<file path="src/rtl/multi_dispatcher.sv">
// Dispatches the queue FIFO head {ID, time} into one idle service counter out of N_CNT
// (fixed-priority or round-robin); optional saturating grant/drop counters via DISPATCH_STATS_EN.
module multi_dispatcher #(
   parameter int N_CNT  = 3,
   parameter int ID_W   = 4,
   parameter int TIME_W = 4
) (
   input  logic                      clk,
   input  logic                      rst_n,
   input  logic                      mode,
   input  logic [N_CNT-1:0]          ch_mask,
   input  logic                      empty,
   input  logic [ID_W-1:0]           qn,
   input  logic [TIME_W-1:0]         qt,
   input  logic [N_CNT-1:0]          busy,
   output logic                      re,
   output logic [N_CNT-1:0]          ld,
   output logic [N_CNT*ID_W-1:0]     dn,
   output logic [N_CNT*TIME_W-1:0]   dt,
   output logic                      drop,
   output logic                      stall,
   output logic [$clog2(N_CNT)-1:0]  last_ch
`ifdef DISPATCH_STATS_EN
   ,
   output logic [15:0]               disp_cnt,
   output logic [15:0]               drop_cnt
`endif
);

   localparam int PTR_W = $clog2(N_CNT);

   logic [N_CNT-1:0] elig;
   logic             action;
   logic             gnt_vld;
   logic [PTR_W-1:0] gnt_idx;
   logic [PTR_W-1:0] rr_nxt;
   logic [PTR_W-1:0] rr_ptr;
   int               c;

   // Last cycle's ld masks its channel until the counter has had time to raise busy.
   assign elig   = ch_mask & ~busy & ~ld;
   assign action = !empty && !re;

   always_comb begin
      gnt_vld = 1'b0;
      gnt_idx = '0;
      c       = 0;
      if (!mode) begin
         for (int k = N_CNT-1; k >= 0; k--) begin
            if (elig[k]) begin
               gnt_vld = 1'b1;
               gnt_idx = PTR_W'(k);
            end
         end
      end else begin
         // Descending scan so the last hit is the first channel at or after rr_ptr.
         for (int k = N_CNT-1; k >= 0; k--) begin
            c = (int'(rr_ptr) + k) % N_CNT;
            if (elig[c]) begin
               gnt_vld = 1'b1;
               gnt_idx = PTR_W'(c);
            end
         end
      end
      rr_nxt = (int'(gnt_idx) == N_CNT-1) ? '0 : gnt_idx + 1'b1;
   end

   always_ff @(posedge clk or negedge rst_n) begin
      if (!rst_n) begin
         re      <= 1'b0;
         ld      <= '0;
         dn      <= '0;
         dt      <= '0;
         drop    <= 1'b0;
         stall   <= 1'b0;
         last_ch <= '0;
         rr_ptr  <= '0;
`ifdef DISPATCH_STATS_EN
         disp_cnt <= '0;
         drop_cnt <= '0;
`endif
      end else begin
         re    <= 1'b0;
         ld    <= '0;
         drop  <= 1'b0;
         stall <= action && (qt != '0) && !gnt_vld;
         if (action) begin
            if (qt == '0) begin
               re   <= 1'b1;
               drop <= 1'b1;
`ifdef DISPATCH_STATS_EN
               if (drop_cnt != 16'hFFFF) drop_cnt <= drop_cnt + 16'd1;
`endif
            end else if (gnt_vld) begin
               re                            <= 1'b1;
               ld[gnt_idx]                   <= 1'b1;
               dn[gnt_idx*ID_W +: ID_W]      <= qn;
               dt[gnt_idx*TIME_W +: TIME_W]  <= qt;
               last_ch                       <= gnt_idx;
               if (mode) rr_ptr <= rr_nxt;
`ifdef DISPATCH_STATS_EN
               if (disp_cnt != 16'hFFFF) disp_cnt <= disp_cnt + 16'd1;
`endif
            end
         end
      end
   end

endmodule
</file>
<file path="config.mk">
export PLATFORM = sky130hd
export DESIGN_NAME = multi_dispatcher
export DESIGN_NICKNAME = d
export VERILOG_FILES = /design/src/rtl/multi_dispatcher.sv
export SDC_FILE = /design/constraint.sdc
export NUM_CORES = 1
export LEC_CHECK = 0
export CORE_MARGIN = 4
export CORE_UTILIZATION = 44
export DETAILED_ROUTE_END_ITERATION = 6
export GPL_ROUTABILITY_DRIVEN = 1
export GPL_TIMING_DRIVEN = 1
export PLACE_DENSITY = 0.76
export REMOVE_ABC_BUFFERS = 1
export SYNTH_ARGS = -nofsm -noshare
export SYNTH_HDL_FRONTEND = slang
export SYNTH_SLANG_ARGS = --single-unit
export TNS_END_PERCENT = 5
</file>
<file path="constraint.sdc">
create_clock -name clk -period 3.1 [get_ports clk]
set_input_delay 0.31 -clock clk [delete_from_list [all_inputs] [get_ports clk]]
set_output_delay 0.31 -clock clk [all_outputs]
set_load 0.02 [all_outputs]
</file>
==> key figures <==
Worst setup path
  • CP Data Required Time: 3.27 ns
  • Crit path capture type: flip-flop
  • Critical path class: flip-flop to flip-flop
  • Crit start category: flip-flop
  • Crit path arrival time: 3.08 ns
  • Worst-path fanout max: 9

Final layout
  • Fin area: 2645 µm²
  • Multi-input logic area: 1006 µm²
  • Filler cell count: 355
  • Commonest non-fill, non-tap cells in the layout: clkdlybuf4s50_1 (49), dfrtp_1 (34), nand2_1 (23), nor3_1 (18), mux2_2 (18)
  • N_diodes: 0
  • Area Overhead vs Synth: 36.30%
  • Reg area: 850.8 µm²
  • Nets: 267
  • Most common cell after layout, fill and taps aside: clkdlybuf4s50_1
  • Share of cells above drive strength 1: 0.1660
  • Finished Core Util: 0.6383

Placement
  • Setup Slack @ Placement: 0.1006 ns
  • Gpl congestion: 0.8281
  • Hpwl dp: 3240 µm
  • Cell Area, Placed: 2490 µm²
  • Buffers on Ports: 49

Yosys
  • Syn avg cell area: 10.49 µm²
  • Number of synthesized flops with an enable pin: 0
  • Synth unique cells: 37
  • Netlist Area Pre-Place: 1941 µm²
  • Yosys reg bits: 34
  • Synthesized instance count: 185
  • Synth top area share: 0.4384
  • Area leader, netlist: dfrtp_1
  • Async S/R FF share, synth: 1.000
  • Share of the yosys chip area belonging to registers: 0.4384
  • Ys Warns: 0
  • Top cells by area, synth: dfrtp_1 (44%), mux2_2 (10%), ha_1 (5.8%)
  • Main synth FF type: dfrtp_1

Power
  • PwrDens: 785.6 nW/µm²
  • LEAKAGE: 1.119 nW
  • Maximum VDD drop: 0.0004681 V

Clock tree
  • H-tree levels: 2
  • Clock slew at reported path FFs: 0.07 ns
  • Clk buf depth: 2
  • # hold bufs at CTS: 0
  • CTS Buf Count: 5
  • CTS Sinks: 34
  • CTS Root Cell: clkbuf_8
  • Worst-Skew Late Latency: 0.29 ns
  • CTS tree: yes

Detailed routing
  • DRC errors left: 0
  • Via/cell ratio: 5.450
  • Drt first pass iters: 4
  • Drt total wl: 4576 µm
  • Post-route ant nets: 0
  • Wire per inst: 15.73 µm
  • Vias post-DR: 1,586
  • Iteration-0 DRC count of the detailed router: 144

Floorplanning
  • Ports: 50
  • Die Y: 74.41 µm
  • Core area: 4144 µm²
  • Rows: 23
  • Die W: 74.41 µm
  • Die area: 5537 µm²
  • Initial Utilization: 0.4683

Global routing
  • Antenna violations before repair: 0
  • First-pass GRT wire length: 7527 µm
  • Largest net degree at the start of global routing: 35
  • Vias in the first global route: 1,533
  • GRT overflow: 0
  • Gr usage total: 0.1777

Timing
  • Tcrit/Tclk final: 0.9396
  • Clock Skews: 0.006726 ns
  • Final Setup Violations: 0
  • Worst Tran Pin Value: 0.6037 ns
  • Rel. slew slack: 0.5944
  • Fmax: 343.3 MHz
  • Fin. max-slew vios: 0
  • Min cycle time layout: 2.913 ns
  • Final hold violation count: 0
  • Final hold slack: 0.4220 ns
  • Setup_tns: 0 ns
  • Worst setup margin: 0.1873 ns

Job
  • Max-Cap Viols: 0

Worst hold path
  • Hold Crit Class: primary input to async pin

Outcome
  • Outcome: completed
## path summary, 6_finish.rpt
kind	from	slack (ns)	cells after the start	endpoint
worst max-delay path	rr_ptr[1]	0.19	11	dn[3]
worst min-delay path	rst_n	0.42	2	dn[9]
worst max register to register	rr_ptr[1]	0.19	11	dn[3]
worst min register to register	dn[9]	0.51	1	dn[9]
max in group asynchronous	rst_n	2.37	2	ld[1]
min in group clk	dn[9]	0.51	1	dn[9]
## flip-flops by register name, indices dropped and copies added, names as in the netlist
signal,cells
last_ch,2
dt,12
re,1
drop,1
rr_ptr,2
dn,12
ld,3
stall,1
## area by class of cell
| class | instances | area share |
|---|---|---|
| clock buffer | 6 | 0.02744 |
| clock inverter | 2 | 0.01419 |
| inverter | 13 | 0.01845 |
| multi-input combinational | 129 | 0.3803 |
| sequential | 34 | 0.3217 |
| tap | 50 | 0.02365 |
| timing repair buffer | 57 | 0.2143 |
## cells by family (layout without fill, tap and decap cells)
| logic type | Yosys count | count (layout) | share of synthesized area |
|---|---|---|---|
| AOI/OAI and AO/OA | 24 | 24 | 0.1025 |
| DFF | 34 | 34 | 0.4384 |
| buffers and inverters | 22 | 78 | 0.05416 |
| muxes | 28 | 28 | 0.1573 |
| adders and majority gates | 9 | 9 | 0.05803 |
| and+or+nand+nor | 68 | 68 | 0.1896 |
## through the flow
stage / power [W] / instances
floorplan: 0.001224 / 176
global placement: 0.001629 / 282
detailed placement: 0.001645 / 282
CTS: 0.002061 / 290
global route: 0.002210 / 291
finish: 0.002078 / 291
## cells in the mapped netlist, types with 5 or more instances
cell,count
mux2i_1,8
mux2_2,18
ha_1,9
nor3_1,18
nand2_1,23
inv_1,13
dfrtp_1,34
nor2b_1,5
o211ai_1,9
## metal layers
layer / global-route usage / part of all wire / vias up
li1: - / - / 765
met1: 0.2428 / 0.44 / 756
met2: 0.2761 / 0.48 / 61
met3: 0.03649 / 0.073 / 4
met4: 0.07115 / 0.011 / 0
met5: 0 / 0 / -
## repair_timing
item,in CTS,in global routing
endpoints found under the setup margin,0,16
buffers inserted,0,1
gates resized for setup,0,4
## worst max-delay path, cell delays in order (launching register included)
cell,delay [ns]
dfrtp_1,0.43
inv_1,0.08
ha_1,0.23
nor4b_1,0.31
o21bai_1,0.17
and4_1,0.19
or2_1,0.27
inv_1,0.13
ha_1,0.18
nand3_1,0.11
a21oi_4,0.32
mux2_2,0.38
## where the power goes
group / internal [W] / switching, W
Combinational: 0.000488 / 0.000517
Sequential: 0.000575 / 0.0000903
Clock: 0.000240 / 0.000168
Total: 0.00130 / 0.000775
(Power assumes the default switching activity.)
